<file path="config.mk">
export PLATFORM = sky130hd
export DESIGN_NAME = zone_alarm_ctrl
export DESIGN_NICKNAME = d
export VERILOG_FILES = /design/src/rtl/zone_alarm_pkg.sv /design/src/rtl/alarm_down_counter.sv /design/src/rtl/zone_alarm_ctrl.sv
export SDC_FILE = /design/constraint.sdc
export NUM_CORES = 1
export LEC_CHECK = 0
export CORE_ASPECT_RATIO = 1.1
export CORE_UTILIZATION = 45
export DETAILED_ROUTE_END_ITERATION = 6
export GPL_TIMING_DRIVEN = 0
export PLACE_DENSITY = 0.74
export SYNTH_ARGS = -nofsm -noshare
export SYNTH_HDL_FRONTEND = slang
export SYNTH_SLANG_ARGS = --single-unit
</file>
<file path="constraint.sdc">
create_clock -name clk -period 2.45 [get_ports clk]
set_input_delay 0.49 -clock clk [delete_from_list [all_inputs] [get_ports clk]]
set_output_delay 0.49 -clock clk [all_outputs]
set_load 0.05 [all_outputs]
</file>
<file path="src/rtl/zone_alarm_pkg.sv">
// Shared types and sizing helpers for the zone alarm controller.
// Holds the state encoding and the counter width calculation.
package zone_alarm_pkg;

  typedef enum logic [2:0] {
    DISARMED = 3'd0,
    EXIT     = 3'd1,
    ARMED    = 3'd2,
    ENTRY    = 3'd3,
    ALARM    = 3'd4
  } state_e;

  function automatic int imax(input int a, input int b);
    return (a > b) ? a : b;
  endfunction

  // Bits needed to hold 0..maxv, never less than one bit.
  function automatic int cnt_w(input int maxv);
    return (maxv < 1) ? 1 : $clog2(maxv + 1);
  endfunction

endpackage

</file>
<file path="src/rtl/alarm_down_counter.sv">
// Loadable down counter that saturates at zero.
// Load takes priority over decrement; zero flags a count of 0.
module alarm_down_counter #(
  parameter int W = 3
) (
  input  logic         clk,
  input  logic         rst_n,
  input  logic         load,
  input  logic         en,
  input  logic [W-1:0] load_val,
  output logic         zero
);

  logic [W-1:0] cnt_q;
  logic [W-1:0] cnt_d;

  // Next count: load, else step down without wrapping.
  always_comb begin
    cnt_d = cnt_q;
    if (load) begin
      cnt_d = load_val;
    end else if (en && (cnt_q != '0)) begin
      cnt_d = cnt_q - 1'b1;
    end
  end

  // Count register.
  always_ff @(posedge clk or negedge rst_n) begin
    if (!rst_n) begin
      cnt_q <= '0;
    end else begin
      cnt_q <= cnt_d;
    end
  end

  assign zero = (cnt_q == '0);

endmodule

</file>
<file path="src/rtl/zone_alarm_ctrl.sv">
// Multi-zone intrusion alarm controller with exit/entry delays,
// latched zone history and a timed siren.
module zone_alarm_ctrl
  import zone_alarm_pkg::*;
#(
  parameter int NZONES    = 4,
  parameter int EXIT_DLY  = 4,
  parameter int ENTRY_DLY = 3,
  parameter int SIREN_CYC = 6
) (
  input  logic              clk,
  input  logic              rst_n,
  input  logic              arm_req,
  input  logic              disarm_req,
  input  logic [NZONES-1:0] door,
  input  logic [NZONES-1:0] window,
  output logic              armed,
  output logic              exit_pend,
  output logic              entry_pend,
  output logic              siren,
  output logic              alarm_mem,
  output logic              arm_fail,
  output logic [NZONES-1:0] zone_latch
);

  localparam int CW = cnt_w(imax(EXIT_DLY, ENTRY_DLY));
  localparam int SW = cnt_w(SIREN_CYC);
  localparam logic [CW-1:0] EXIT_LD  = CW'(EXIT_DLY - 1);
  localparam logic [CW-1:0] ENTRY_LD = CW'(ENTRY_DLY - 1);
  localparam logic [SW-1:0] SIREN_LD = SW'(SIREN_CYC - 1);

  state_e            state_q, state_d;
  logic [NZONES-1:0] latch_q, latch_d;
  logic              arm_fail_q, arm_fail_d;
  logic              siren_q, siren_d;

  logic              cnt_ld, cnt_en, cnt_zero;
  logic [CW-1:0]     cnt_val;
  logic              scnt_ld, scnt_en, scnt_zero;

  logic              any_win, any_door;

  assign any_win  = |window;
  assign any_door = |door;

  // Next state, zone history, siren and counter control.
  always_comb begin
    state_d    = state_q;
    latch_d    = latch_q;
    arm_fail_d = 1'b0;
    siren_d    = siren_q;
    cnt_ld     = 1'b0;
    cnt_val    = '0;
    scnt_ld    = 1'b0;
    unique case (state_q)
      DISARMED: begin
        if (arm_req && !disarm_req) begin
          if (any_win || any_door) begin
            arm_fail_d = 1'b1;
          end else begin
            state_d = EXIT;
            cnt_ld  = 1'b1;
            cnt_val = EXIT_LD;
            latch_d = '0;
          end
        end
      end
      EXIT: begin
        if (disarm_req) begin
          state_d = DISARMED;
        end else if (cnt_zero) begin
          state_d = ARMED;
        end
      end
      ARMED: begin
        if (disarm_req) begin
          state_d = DISARMED;
        end else if (any_win) begin
          state_d = ALARM;
          latch_d = latch_q | window;
          siren_d = 1'b1;
          scnt_ld = 1'b1;
        end else if (any_door) begin
          state_d = ENTRY;
          latch_d = latch_q | door;
          cnt_ld  = 1'b1;
          cnt_val = ENTRY_LD;
        end
      end
      ENTRY: begin
        latch_d = latch_q | door | window;
        if (disarm_req) begin
          state_d = DISARMED;
        end else if (any_win || cnt_zero) begin
          state_d = ALARM;
          siren_d = 1'b1;
          scnt_ld = 1'b1;
        end
      end
      ALARM: begin
        latch_d = latch_q | door | window;
        if (disarm_req) begin
          state_d = DISARMED;
        end else if (scnt_zero) begin
          siren_d = 1'b0;
        end
      end
      default: begin
        state_d = DISARMED;
      end
    endcase
    if (state_d != ALARM) begin
      siren_d = 1'b0;
    end
  end

  assign cnt_en  = (state_q == EXIT) || (state_q == ENTRY);
  assign scnt_en = (state_q == ALARM);

  // State and registered output flops.
  always_ff @(posedge clk or negedge rst_n) begin
    if (!rst_n) begin
      state_q    <= DISARMED;
      latch_q    <= '0;
      arm_fail_q <= 1'b0;
      siren_q    <= 1'b0;
    end else begin
      state_q    <= state_d;
      latch_q    <= latch_d;
      arm_fail_q <= arm_fail_d;
      siren_q    <= siren_d;
    end
  end

  alarm_down_counter #(.W(CW)) u_cnt (
    .clk      (clk),
    .rst_n    (rst_n),
    .load     (cnt_ld),
    .en       (cnt_en),
    .load_val (cnt_val),
    .zero     (cnt_zero)
  );

  alarm_down_counter #(.W(SW)) u_scnt (
    .clk      (clk),
    .rst_n    (rst_n),
    .load     (scnt_ld),
    .en       (scnt_en),
    .load_val (SIREN_LD),
    .zero     (scnt_zero)
  );

  assign armed      = (state_q == ARMED) || (state_q == ENTRY);
  assign exit_pend  = (state_q == EXIT);
  assign entry_pend = (state_q == ENTRY);
  assign alarm_mem  = (state_q == ALARM);
  assign siren      = siren_q;
  assign arm_fail   = arm_fail_q;
  assign zone_latch = latch_q;

endmodule

</file>
Word level (Yosys, flattened, before mapping):

Cells that the tools add are included.

* output and inout bits: 10
* word-level logic and storage cells: 97
* register bits after elaboration: 15
* input port bits: 12

* bitwise operators: 3
* $add $sub $neg: 2
* equality and inequality tests: 15
* muxes and demuxes: 49
* reduce and logical (&&, ||, !) cells: 22

Operators by type and width (count)
* 3-bit two-way mux: 14
* 4-bit two-way mux: 5
* 1-bit two-way mux: 19
* 3-bit != test (second input constant): 6
* 3-bit case mux with 5 select lines: 1
* 4-bit OR: 3
* 4-bit case mux with 3 select lines: 1
* 2-bit two-way mux: 5
* 3-bit zero test: 3
* 3-bit nonzero test: 3
* 4-bit OR reduction: 2
* 7-bit AND reduction: 1
* 3-bit by 2-bit == test with 1-bit output (second input constant): 2
* 2-bit != test (second input constant): 3
* 3-bit by 1-bit subtractor with 3-bit output (second input constant): 2
* 5-bit AND reduction: 1
* 1-bit logical OR: 4
* 1-bit case mux with 2 select lines: 2
* 2-bit case mux with 2 select lines: 1
* 2-bit nonzero test: 2
* 4-bit nonzero test: 1
* 3-bit by 1-bit == test with 1-bit output (second input constant): 1
* 3-bit == test (second input constant): 1
* 1-bit logical AND: 3
* other kinds (5): 5

Logic depth before layout (Yosys ltp):

Gate-level depths: netlist of the first run.

* word-level depth: 8
* mapped depth: 8
* depth with buffers taken out: 7

Cells and area by module:

A second synthesis of the first run with hierarchy kept.

* cell total of the unflattened synthesis: 101
* area, all modules: 963.4 um2

By module, submodules not included
* zone_alarm_ctrl: instances 1, area an instance 565.5 um2, cells each 63, seq. area each 225.2 um2
* alarm_down_counter (u_cnt): instances 1, area an instance 207.7 um2, cells each 19, seq. area each 75.1 um2
* alarm_down_counter (u_scnt): instances 1, area an instance 190.2 um2, cells each 19, seq. area each 75.1 um2

Worst setup path before layout of the first run:

OpenSTA, ideal clock, no wires.

* kind: register -> output
* start point: reg state_q[1]
* end point: out exit_pend
* slack: 0.236 ns
* path buffers: 1
* cell stages (with the launch flop): 3
* data required time: 1.960 ns
* arrival time: 1.724 ns
* cells stage by stage: dfrtp_1 -> clkbuf_1 -> nor3b_1

* longest elaborated chain between the ends: 1

RTL lines
* start, declared: RTL line zone_alarm_ctrl.sv:32 `state_e state_q, state_d;`
* start signal, assigned: RTL line zone_alarm_ctrl.sv:128 `state_q <= state_d;`
* 3-bit by 1-bit == test with 1-bit output: RTL line zone_alarm_ctrl.sv:154 `assign exit_pend = (state_q == EXIT);`
* end, declared: RTL line zone_alarm_ctrl.sv:18 `output logic exit_pend,`

No other way between the ends.

Final worst setup path of the first run:

* start point: reg state_q[1]
* end point: out entry_pend

* longest elaborated chain between the ends: 1

RTL lines
* 3-bit by 2-bit == test with 1-bit output: RTL line zone_alarm_ctrl.sv:155 `assign entry_pend = (state_q == ENTRY);`
* end, declared: RTL line zone_alarm_ctrl.sv:19 `output logic entry_pend,`

No other way between the ends.

==> metrics.md, run 1 <==
| Metric | Value |
|---|---|
| Sequential fraction of the synthesis area | 0.414 |
| Cell Pwr Density | between 400 and 500 mW/mm^2 |
| Asr flop ratio synth | 1.00 |
| RSZ-0062 raised after global routing | false |
| Yosys top cell area share | 0.414 |
| CP Class | reg -> out |
| CP Cell Sequence | clkbuf_1 > and3b_2 > dlygate4sd2_1 |
| Max IR drop VDD | ~0.34 mV |
| Detail Route Antenna Nets | 0 |
| Hold Path Class | reg -> reg |
| # clock sinks | 15 |
| Ratio of cells with drive above 1 in the final layout | 0.0960 |
| Longest Clk Path Bufs | 2 |
| Routability Congestion | about 0.74 |
| Final hold vios | 0 |
| Die X | between 40 and 50 microns |
| Slew Viols, Final | 0 |
| Cell accounting for the most synthesized area | dfrtp_1 |
| Synth Cell Area | ~910 sq um |
| Gate Count Post-Synth | 100 |
| Hold WS | between 0.4 and 0.5 ns |
| Worst-Skew Late Latency | 0.29 ns |
| Via density | approximately 5.3 |
| Final TNS setup | 0 ns |
| CP Launch Type | flop |
| Die H | around 49 microns |
| CP max stage delay | 0.53 ns |
| Total wire length | between 1500 and 2000 microns |
| Placed wire-length estimate | about 1500 microns |
| WP buf/inv | 2 |
| Starting density of the core | 0.493 |
| Post-CTS Hold Buffers | 0 |
| CTS clock-pin slew for the worst setup and hold paths | 0.09 ns |
| Fin Clk Skew | 0.000599 ns |
| Synth top area cells | dfrtp_1 (41%), ha_1 (5.5%), nand2_1 (4.1%), nor2_1 (3.7%), nand3b_1 (3.3%) |
| DP Worst Slack | -0.0227 ns |
| Max_cap viols | 0 |
| Final setup viols | 0 |
| I/O Buffers | 21 |
| Crit Path Max Fanout | 10 |
| Num rows | 16 |
| Register bit total from synthesis | 15 |
| WP data required | between 1.5 and 2 ns |
| CTS Root Cell | clkbuf_4 |
| WL/cell | about 13 microns |
| Critical Path Sink Type | output port |
| Fin crit period | 2.29 ns |
| CTS tree | done |
| DRC Markers | 0 |
| N_diodes | 0 |
| Post-synth top flop | dfrtp_1 |
| Fillers | between 150 and 200 |
| Die ar. | 0.00220 sq mm |
| Yosys warns | 0 |
| NumNets Final | between 100 and 150 |
| Max stage delay cell, worst path | dlygate4sd2_1 |
| First-pass GRT wire length | about 3300 microns |
| Slew headroom | 0.397 |
| Area grow syn2layout | 29.7% |
| CTS Buf Count | 3 |
| Outcome | completed |
| Vias post-DR | 812 |
| CTS HTree Levels | 1 |
| Syn nets | ~120 |
| Yosys cell types | 40 |
| First-pass DRT Iterations | 4 |
| IO Pins | 22 |
| Syn avg cell area | slightly above 9 sq um |
| Top cell family by delay on the critical path | buffers and inverters |
| Largest net degree at the start of global routing | 16 |
| GRT Util Overall | 0.207 |
| Initial antenna violation count | 0 |
| Share of the clock period used by the worst path | 0.935 |
| Initial DRC count | 15 |
| Number of global-route vias before repair | about 800 |
| CP arrival | about 1.8 ns |
| Grt ovf | 0 |
| Number of synthesized flops with an enable pin | 0 |
| Core area | between 0.0015 and 0.002 sq mm |
| Leak | roughly 0.57 nW |
| Final WS setup | 0.159 ns |
| Fmax | approximately 0.44 GHz |
| Measured slew at the worst slew-check pin | between 0.8 and 0.9 ns |
[through the flow]
stage / std cells / cell area (sq um) / utilization / power (mW)
3_3_place_gp: 148 / 1150 / 0.625 / 0.430
4_1_cts: 152 / 1180 / 0.639 / 0.585
6_report: 152 / 1180 / 0.639 / 0.576
3_5_place_dp: 148 / 1150 / 0.625 / 0.438
2_1_floorplan: 100 / 907 / - / 0.382
5_1_grt: 152 / 1180 / 0.639 / 0.614
[cell families (layout without fill, tap and decap cells)]
kind of cell               Yosys count  in the layout  share of synthesized area
xor gates and xnor gates             1              1                    0.00966
and+or+nand+nor                     43             43                      0.273
buffers and inverters               13             38                     0.0565
adders and majority gates            4              4                     0.0552
DFF                                 15             15                      0.414
AOI/OAI and AO/OA                   24             24                      0.192
[cell usage in the layout (no fill, tap or decap), types with 2 or more instances in the layout]
master            n
a21o_1            2
a21oi_1           3
a22o_1            2
clkbuf_1          5
clkbuf_2          2
clkbuf_4          3
clkdlybuf4s50_1  17
dfrtp_1          15
dlygate4sd2_1     2
ha_1              4
inv_1             7
nand2_1          10
nand2b_1          2
nand3b_1          4
nand4b_1          2
nor2_1            9
nor2b_1           2
o21ai_0           4
o311a_1           2
o31ai_1           2
or4_1             2
[worst register-to-register path, cell delays in order, from the launching register on]
cell and delay [ns]:
dfrtp_1 0.48, or4b_4 0.61, or3_1 0.38, a21oi_2 0.19
nor2_1 0.07
[routing by layer]
metal / vias to the layer above / wire, microns / global-route usage
li1: 411 / - / -
met1: 387 / 933 / 0.269
met2: 10 / 953 / 0.328
met3: 4 / 45 / 0.0259
met4: 0 / 31 / 0.106
met5: - / 0 / 0
[sequential cells by signal, indices dropped and copies added, names as in the netlist]
name / count
state_q: 3
zone_latch: 4
arm_fail: 1
siren: 1
u_cnt.cnt_q: 3
u_scnt.cnt_q: 3
[final cells by class]
type	count	area, sq um	area share
sequential	15	375	0.319
timing repair buffer	21	204	0.173
buffer	6	25.0	0.0213
inverter	7	26.3	0.0223
clock buffer	4	26.3	0.0223
tap	27	33.8	0.0287
multi-input combinational	72	485	0.413
[cells in the mapped netlist, types with 3 or more instances]
master and instances:
clkbuf_1 4, nand2_1 10, nor2_1 9, a21oi_1 3, inv_1 7, ha_1 4, nand3b_1 4, dfrtp_1 15
o21ai_0 4
[worst paths after layout]
check	start	endpoint	slack, ns	cells after the start
worst max-delay path	state_q[1]$_DFF_PN0_	entry_pend	0.16	3
max in group asynchronous	rst_n	zone_latch[0]$_DFFE_PN0P_	1.43	1
min in group asynchronous	rst_n	u_cnt.cnt_q[0]$_DFFE_PN0P_	0.60	1
worst max register to register	state_q[0]$_DFF_PN0_	u_cnt.cnt_q[2]$_DFFE_PN0P_	0.61	4
worst min register to register	u_cnt.cnt_q[1]$_DFFE_PN0P_	u_cnt.cnt_q[1]$_DFFE_PN0P_	0.50	1
worst min-delay path	u_cnt.cnt_q[1]$_DFFE_PN0P_	u_cnt.cnt_q[1]$_DFFE_PN0P_	0.50	1
[repair_timing]
item,in CTS,in global routing
resized for setup,7,2
endpoints found under the setup margin,4,2
buffers inserted,0,0
[where the power goes]
| part | leakage (nW) | total, mW | internal (mW) | switching, mW |
|---|---|---|---|---|
| clock | 0.0150 | 0.145 | 0.0633 | 0.0818 |
| combinational | 0.369 | 0.145 | 0.0678 | 0.0772 |
| sequential | 0.189 | 0.286 | 0.273 | 0.0130 |
| total | 0.573 | 0.576 | 0.404 | 0.172 |
(Power assumes the default switching activity.)
==> run 2, diff against run 1 <==
--- a/config.mk
+++ b/config.mk
@@ -8,8 +8,8 @@
 export CORE_ASPECT_RATIO = 1.1
 export CORE_UTILIZATION = 45
 export DETAILED_ROUTE_END_ITERATION = 6
-export GPL_TIMING_DRIVEN = 0
 export PLACE_DENSITY = 0.74
 export SYNTH_ARGS = -nofsm -noshare
 export SYNTH_HDL_FRONTEND = slang
 export SYNTH_SLANG_ARGS = --single-unit
+export TNS_END_PERCENT = 1
==> run 2 against run 1 <==
Fmax is 2.1% lower. Hold slack hardly changed. Clock power is 5% lower. Clock-buffer cell count stayed put. Sequential share of layout area is 0.44 points lower. Sequential power hardly changed. Non-clock buffer count is 2 lower. Global-route usage is 1.3 points lower. First-iteration DRC count is 27% higher. Critical endpoint is now exit_pend. Highest routed layer unchanged.
==> metrics.md, run 2 (synthesis gave the netlist of run 1 again) <==
| Metric | Value |
|---|---|
| Worst-Skew Late Latency | 0.27 ns (-0.02 ns) |
| CP arrival | 1.85 ns (+0.05 ns) |
| Switch Pwr | 0.163 mW (-5.2%) |
| # clock sinks | 15 (unchanged) |
| Outcome | completed |
| WP buf/inv | 1 (-1) |
| Via density | 5.47 (+2.3%) |
| CTS Root Cell | clkbuf_4 |
| Placed wire-length estimate | 1470 microns (-2.2%) |
| Longest Clk Path Bufs | 2 (unchanged) |
| DRC Markers | 0 (unchanged) |
| CTS Buf Count | 3 (unchanged) |
| N_diodes | 0 (unchanged) |
| First-pass DRT Iterations | 4 (unchanged) |
| Met3 Track Usage GR | 0.0222 (-0.00370) |
| Top cell family by delay on the critical path | buffers and inverters |
| Commonest cells after routing, fill and taps aside | clkdlybuf4s50_1 (18), dfrtp_1 (15), nand2_1 (10) |
| Grt ovf | 0 (unchanged) |
| CP Cell Sequence | nor3b_1 > clkdlybuf4s50_1 |
| Vias post-DR | 820 (+0.99%) |
| Total wire length | 1910 microns (-2.8%) |
| Num rows | 16 (unchanged) |
| DP Worst Slack | 0.100 ns (+0.123 ns) |
| Hold Path Class | reg -> reg |
| Post-CTS setup buffers | 0 (unchanged) |
| Stages on worst setup path | 2 (-1) |
| Detail Route Antenna Nets | 0 (unchanged) |
| Placement Cell Area | 0.00116 sq mm (+1.1%) |
| Commonest non-fill, non-tap cell in the layout | clkdlybuf4s50_1 |
| GRT Util Overall | 0.194 (-0.0132) |
| GR met1 Demand/Resource | 0.276 (+0.00748) |
| CP max stage delay | 0.83 ns (+0.30 ns) |
| Initial DRC count | 19 (+4) |
| Slew Viols, Final | 0 (unchanged) |
| Starting density of the core | 0.493 (unchanged) |
| Core area | 0.00184 sq mm (unchanged) |
| Max stage delay cell, worst path | clkdlybuf4s50_1 |
| Measured slew at the worst slew-check pin | 0.658 ns (-0.239 ns) |
| Leak | 0.589 nW (+2.9%) |
| Ratio of cells with drive above 1 in the final layout | 0.106 (+0.00969) |
| Fillers | 158 (-8.7%) |
| Area grow syn2layout | 31.4% |
| Fin Clk Skew | 0.00111 ns (+0.000513 ns) |
| Met2 usage | 0.301 (-0.0270) |
| Most Crowded Layer GR | met2 |
| Final setup viols | 0 (unchanged) |
| Fmax | 0.427 GHz (-2.1%) |
| Max IR drop VDD | 0.244 mV (-29%) |
| Final hold vios | 0 (unchanged) |
| WP data required | 1.96 ns (about the same) |
| WL/cell | 12.7 microns (-1.5%) |
| Final Cell Area | 0.00119 sq mm (+1.4%) |
| R2R depth | 4 (unchanged) |
| Sequential share of power | 0.505 (+0.009) |
| NumNets Final | 140 (-1.4%) |
| Critical Path Sink Type | output port |
| Pint | 0.404 mW (about the same) |
| Post-CTS Hold Buffers | 0 (unchanged) |
| Routability Congestion | 0.736 (unchanged) |
| Share of the clock period used by the worst path | 0.956 (+0.0205) |
| CP Class | reg -> out |
| Fin crit period | 2.34 ns (+0.0502 ns) |
| Die ar. | 0.00220 sq mm (unchanged) |
| Max_cap viols | 0 (unchanged) |
| Combinational Power Share | 0.251 (about the same) |
| RSZ-0062 raised after global routing | false |
| CTS tree | done |
| CP Launch Type | flop |
| Die H | 49.1 microns (unchanged) |
| Slew headroom | 0.560 (+0.163) |
| Initial antenna violation count | 0 (unchanged) |
| Final TNS setup | 0 ns (unchanged) |
| Sw Ratio | 0.288 (-0.0109) |
| Max reg flops | 4 (unchanged) |
| Finished Core Util | 0.647 (+0.00883) |
| CTS clock-pin slew for the worst setup and hold paths | 0.09 ns (about the same) |
| Largest net degree at the start of global routing | 16 (unchanged) |
| Post-CTS Resized | 0 (-7) |
| Worst Hold Path Cells | 1 (unchanged) |
| Final WS setup | 0.108 ns (-0.0502 ns) |
| Number of global-route vias before repair | 720 (-9.4%) |
| Cell Pwr Density | 476 mW/mm^2 (-2.9%) |
| Crit Path Max Fanout | 11 (+1) |
| IO Pins | 22 (unchanged) |
| Clock power frac | 0.243 (-0.009) |
| I/O Buffers | 21 (unchanged) |
| Die X | 44.8 microns (unchanged) |
| First-pass GRT wire length | 3220 microns (-3.7%) |
| CTS HTree Levels | 1 (unchanged) |
[run 2: changes by cell type in the layout (fill, tap and decap cells not counted)]
cell,before,now
buf_4,0,5
clkbuf_1,5,1
clkbuf_2,2,0
dlygate4sd2_1,2,0
buf_12,0,1
buf_2,1,0
clkdlybuf4s15_2,1,0
clkdlybuf4s50_1,17,18
dlymetal6s2s_1,0,1
nor3b_1,1,2
nor3b_2,1,0
[run 2: area by class of cell]
class | instances | area, sq um | area share
clock buffer | 4 | 26.3 | 0.0220
multi-input combinational | 72 | 480 | 0.403
tap | 27 | 33.8 | 0.0283
timing repair buffer | 25 | 250 | 0.210
sequential | 15 | 375 | 0.315
inverter | 7 | 26.3 | 0.0220
[run 2: through the flow]
step	power (mW)	hold WS [ns]	instances
final	0.567	0.500	150
after CTS	0.578	0.503	150
after floorplan	0.382	0.194	100
after global routing	0.605	0.537	150
after global placement	0.432	0.480	146
after detailed placement	0.437	0.482	146
[run 2: power groups by stage]
stage          Clock, mW  Sequential (mW)  Combinational, mW
6_report           0.138            0.287              0.142
5_1_grt            0.154            0.290              0.161
4_1_cts            0.145            0.287              0.145
3_5_place_dp           0            0.292              0.145
3_3_place_gp           0            0.291              0.141
2_1_floorplan          0            0.309             0.0731
[run 2: final timing paths]
| path | start | to | slack [ns] |
|---|---|---|---|
| worst max register to register | state_q[1]$_DFF_PN0_ | u_cnt.cnt_q[2]$_DFFE_PN0P_ | 0.62 |
| max in group asynchronous | rst_n | zone_latch[0]$_DFFE_PN0P_ | 1.42 |
| worst min-delay path | u_cnt.cnt_q[1]$_DFFE_PN0P_ | u_cnt.cnt_q[1]$_DFFE_PN0P_ | 0.50 |
| worst max-delay path | state_q[1]$_DFF_PN0_ | exit_pend | 0.11 |
| worst min register to register | u_cnt.cnt_q[1]$_DFFE_PN0P_ | u_cnt.cnt_q[1]$_DFFE_PN0P_ | 0.50 |
| min in group asynchronous | rst_n | u_cnt.cnt_q[1]$_DFFE_PN0P_ | 0.61 |
[run 2: metal layers]
layer / vias to the layer above / part of all wire
li1: 409 / -
met1: 393 / 0.47
met2: 16 / 0.49
met3: 2 / 0.034
met4: 0 / 0.0068
met5: - / 0
==> variant 1 (settings of run 1) <==
Register the input `door` before use. The logic sees it one clock later. The other inputs are not delayed to match.
--- a/src/rtl/zone_alarm_ctrl.sv
+++ b/src/rtl/zone_alarm_ctrl.sv
@@ -30,4 +30,10 @@
   localparam logic [SW-1:0] SIREN_LD = SW'(SIREN_CYC - 1);
 
+  logic [NZONES-1:0] door_q;
+
+  always_ff @(posedge clk) begin
+    door_q <= door;
+  end
+
   state_e            state_q, state_d;
   logic [NZONES-1:0] latch_q, latch_d;
@@ -42,5 +48,5 @@
 
   assign any_win  = |window;
-  assign any_door = |door;
+  assign any_door = |door_q;
 
   // Next state, zone history, siren and counter control.
@@ -83,5 +89,5 @@
         end else if (any_door) begin
           state_d = ENTRY;
-          latch_d = latch_q | door;
+          latch_d = latch_q | door_q;
           cnt_ld  = 1'b1;
           cnt_val = ENTRY_LD;
@@ -89,5 +95,5 @@
       end
       ENTRY: begin
-        latch_d = latch_q | door | window;
+        latch_d = latch_q | door_q | window;
         if (disarm_req) begin
           state_d = DISARMED;
@@ -99,5 +105,5 @@
       end
       ALARM: begin
-        latch_d = latch_q | door | window;
+        latch_d = latch_q | door_q | window;
         if (disarm_req) begin
           state_d = DISARMED;
Function: changed (Yosys sat finds a counterexample within 4 cycles, from zero or initial values and one cycle with rst_n low).
==> variant 1 against run 1 <==
- count of clock-buffer cells in the layout decreased by 1
- synthesized cell count decreased by 1.0%
- critical endpoint is now zone_latch[1]$_DFFE_PN0P_
- total power increased by 4.5%
- sequential cell count increased by 4
- wire length decreased by 1.6%
- final area increased by 4.8%
- critical path depth increased by 2
- area after synthesis increased by 7.2%
- setup slack got worse by 0.016 ns
==> variant 1: results (changes against run 1) <==
slew margin rel.=0.5491 (was 0.3967); GRT Util Overall=0.1974 (was 0.2067); post-detail-place hpwl=1515 um (was 1507 um); register area share after synthesis=0.4685 (was 0.4138); fin nets=141 (was 142); Hold Path Cell Cnt=2 (was 1); CTS clk-pin slew, worst paths=0.11 ns (was 0.09 ns); Worst Skew=0.005714 ns (was 0.0005992 ns); synth top area cells=dfrtp_1 (39%), dfxtp_1 (8.2%), ha_1 (5.1%) (was dfrtp_1 (41%), ha_1 (5.5%), nand2_1 (4.1%)); R2R setup slack=0.40 ns (was 0.61 ns); outcome=finished, final reports clean (unchanged); layout cells sized above 1=0.09677 (was 0.09600); Synthesized Nets=115 (was 116); Leak=0.5382 nW (was 0.5729 nW); Cell variety after synth=35 (was 40); DR vias/cell=5.625 (was 5.342); register area=455.4 um^2 (was 375.4 um^2); Worst Setup SP=window[0] (was state_q[1]$_DFF_PN0_); vias in the first global route=810 (was 795); Net Switching=0.1612 mW (was 0.1720 mW); initial drt markers=25 (was 15); gpl congestion=0.8765 (was 0.7357); r2r worst-path depth=3 (was 4); critical register-to-register path startpoint=state_q[1]$_DFF_PN0_ (was state_q[0]$_DFF_PN0_); hold_sp=door_q[0]$_DFF_P_ (was u_cnt.cnt_q[1]$_DFFE_PN0P_); Worst Slack Setup Final=0.1428 ns (was 0.1586 ns); first-pass GRT wire length=3422 um (was 3339 um); Gate Count Post-Synth=99 (was 100)
[variant 1: cell count changes after synthesis, sizes merged, moves of 3 or more]
cell and delta:
nand3b -4, dfxtp +4, nor4 +6, nor3 +7, nor2 -7, nor4b +3, a2111oi +3
[variant 1: critical path, delay by kind of cell]
kind,cells,cell delay (ns)
buffers and inverters,2,0.69
AND/OR/NAND/NOR,3,1.30
[variant 1: power by group through the flow]
| stage | Sequential, mW | Combinational (mW) | Clock, mW |
|---|---|---|---|
| 2_1_floorplan | 0.353 | 0.0506 | 0 |
| 3_3_place_gp | 0.351 | 0.0885 | 0 |
| 3_5_place_dp | 0.353 | 0.0929 | 0 |
| 4_1_cts | 0.346 | 0.0933 | 0.167 |
| 5_1_grt | 0.348 | 0.105 | 0.176 |
| 6_report | 0.346 | 0.0917 | 0.164 |
[variant 1: logic make-up (layout without fill, tap and decap cells)]
kind of cell    after synthesis  count (layout)  share of synthesized area
simple gates                 41              41                     0.2561
compound gates               20              20                     0.1545
flops                        19              19                     0.4685
buf+inv                      13              38                    0.05147
fa+ha+maj                     4               4                    0.05148
xor+xnor                      2               2                    0.01802
[variant 1: final cells by class]
| class | instances | area share |
|---|---|---|
| plain buffers | 4 | 0.01320 |
| clock buffers | 3 | 0.01827 |
| clock inverters | 1 | 0.004061 |
| inverters | 9 | 0.02741 |
| multi-input cells | 67 | 0.3787 |
| flip-flops and latches | 19 | 0.3695 |
| well taps | 28 | 0.02843 |
| repair buffers | 21 | 0.1604 |
[variant 1: what timing repair did]
action / CTS / global route
resized for setup: 4 / 4
endpoints found under the setup margin: 4 / 2
pin swaps: 0 / 0
[variant 1: per-layer routing]
metal,track usage,wire length (um),up-vias
met3,0.02158,47,5
li1,-,-,423
met2,0.3171,948,22
met5,0,0,-
met1,0.2568,898,405
met4,0.08824,36,0
==> variant 2 (config.mk and constraints of run 1) <==
Made on the original files. Change the parameter `SIREN_CYC` from 6 to 3.
--- a/src/rtl/zone_alarm_ctrl.sv
+++ b/src/rtl/zone_alarm_ctrl.sv
@@ -7,5 +7,5 @@
   parameter int EXIT_DLY  = 4,
   parameter int ENTRY_DLY = 3,
-  parameter int SIREN_CYC = 6
+  parameter int SIREN_CYC = 3
 ) (
   input  logic              clk,
Formal check against the unedited RTL: not equivalent (Yosys sat finds a counterexample within 10 cycles, from zero or initial values and one cycle with rst_n low).
==> variant 2 against run 1 <==
- wire length shrank 1.1%
- critical path depth is 1 lower
- area after synthesis decreased by 0.97%
- final area up 0.21%
- worst hold slack improved by 0.026 ns
- sequential cell count fell by 1
- total power decreased by 11%
- clock skew is 0.00066 ns higher
- maximum frequency fell by 0.83%
- combinational power down 33%
- register-to-register slack got worse by 0.07 ns
- setup slack got worse by 0.019 ns
- sequential power down 12%
==> variant 2: results (changes against run 1) <==
Max IR drop VDD=0.3206 mV (was 0.3436 mV); dpl cells=138 (was 148); first-pass GRT wire length=3401 um (was 3339 um); DR vias/cell=5.507 (was 5.342); Synthesized Nets=105 (was 116); power share of the sequential group=0.493 (was 0.496); outcome=finished, final reports clean (unchanged); register area share after synthesis=0.3900 (was 0.4138); cts repair resizes=1 (was 7); initial drt markers=7 (was 15); Net Switching=0.1296 mW (was 0.1720 mW); synth top area cells=dfrtp_1 (39%), nor4_4 (4.7%), ha_1 (4.2%) (was dfrtp_1 (41%), ha_1 (5.5%), nand2_1 (4.1%)); multi-input gates=64 (was 72); NonClk Buf Share=0.2006 (was 0.1947); M1 WL=862 um (was 933 um); Leak=0.5093 nW (was 0.5729 nW); Slew @ Worst Pin=0.6256 ns (was 0.8966 ns); fin nets=131 (was 142); register area=350.3 um^2 (was 375.4 um^2); met2 WL=935 um (was 953 um); Min Hold Slack=0.5255 ns (was 0.4999 ns); Post-synth top cells=dfrtp_1 (14), inv_1 (8), nand2_1 (8) (was dfrtp_1 (15), nand2_1 (10), nor2_1 (9)); Layout fillers=153 (was 173); Cell variety after synth=35 (was 40); R2R setup slack=0.54 ns (was 0.61 ns)
==> variant 2: cell count changes after synthesis, sizes merged, moves of 3 or more <==
cell and delta:
a2111oi +4, clkbuf -3, nand3b -3, a211oi +3
a21oi -4, nor4b +4, nor2 -4
==> variant 2: kinds of logic after synthesis <==
logic type      Yosys count
compound gates           22
xor+xnor                  2
buf+inv                  12
flops                    14
simple gates             37
fa+ha+maj                 3
==> variant 2: per-stage QoR <==
stage	setup WS (ns)	instance area, um^2
finish	0.1395	1179
detailed placement	0.07292	1142
floorplan	0.2469	898.4
global placement	0.08704	1142
CTS	0.02661	1177
global route	0.06275	1179
==> variant 2: final timing paths <==
kind | startpoint | to | cells past startpoint
hold reg to reg | u_cnt.cnt_q[1]$_DFFE_PN0P_ | u_cnt.cnt_q[1]$_DFFE_PN0P_ | 2
hold / removal | u_cnt.cnt_q[1]$_DFFE_PN0P_ | u_cnt.cnt_q[1]$_DFFE_PN0P_ | 2
setup reg to reg | u_cnt.cnt_q[0]$_DFFE_PN0P_ | state_q[0]$_DFF_PN0_ | 7
setup / recovery | state_q[2]$_DFF_PN0_ | entry_pend | 2
min in group asynchronous | rst_n | u_cnt.cnt_q[2]$_DFFE_PN0P_ | 1
max in group asynchronous | rst_n | zone_latch[2]$_DFFE_PN0P_ | 1
==> variant 2: critical path, cell delays in order (launching register included) <==
cell             delay, ns
dfrtp_1               0.47
and3b_1               0.27
clkdlybuf4s50_1       0.80
==> variant 2: per-layer routing <==
layer | vias to the layer above | GRT usage
li1 | 390 | -
met1 | 364 | 0.2660
met2 | 23 | 0.3382
met3 | 5 | 0.03333
met4 | 0 | 0.09091
met5 | - | 0
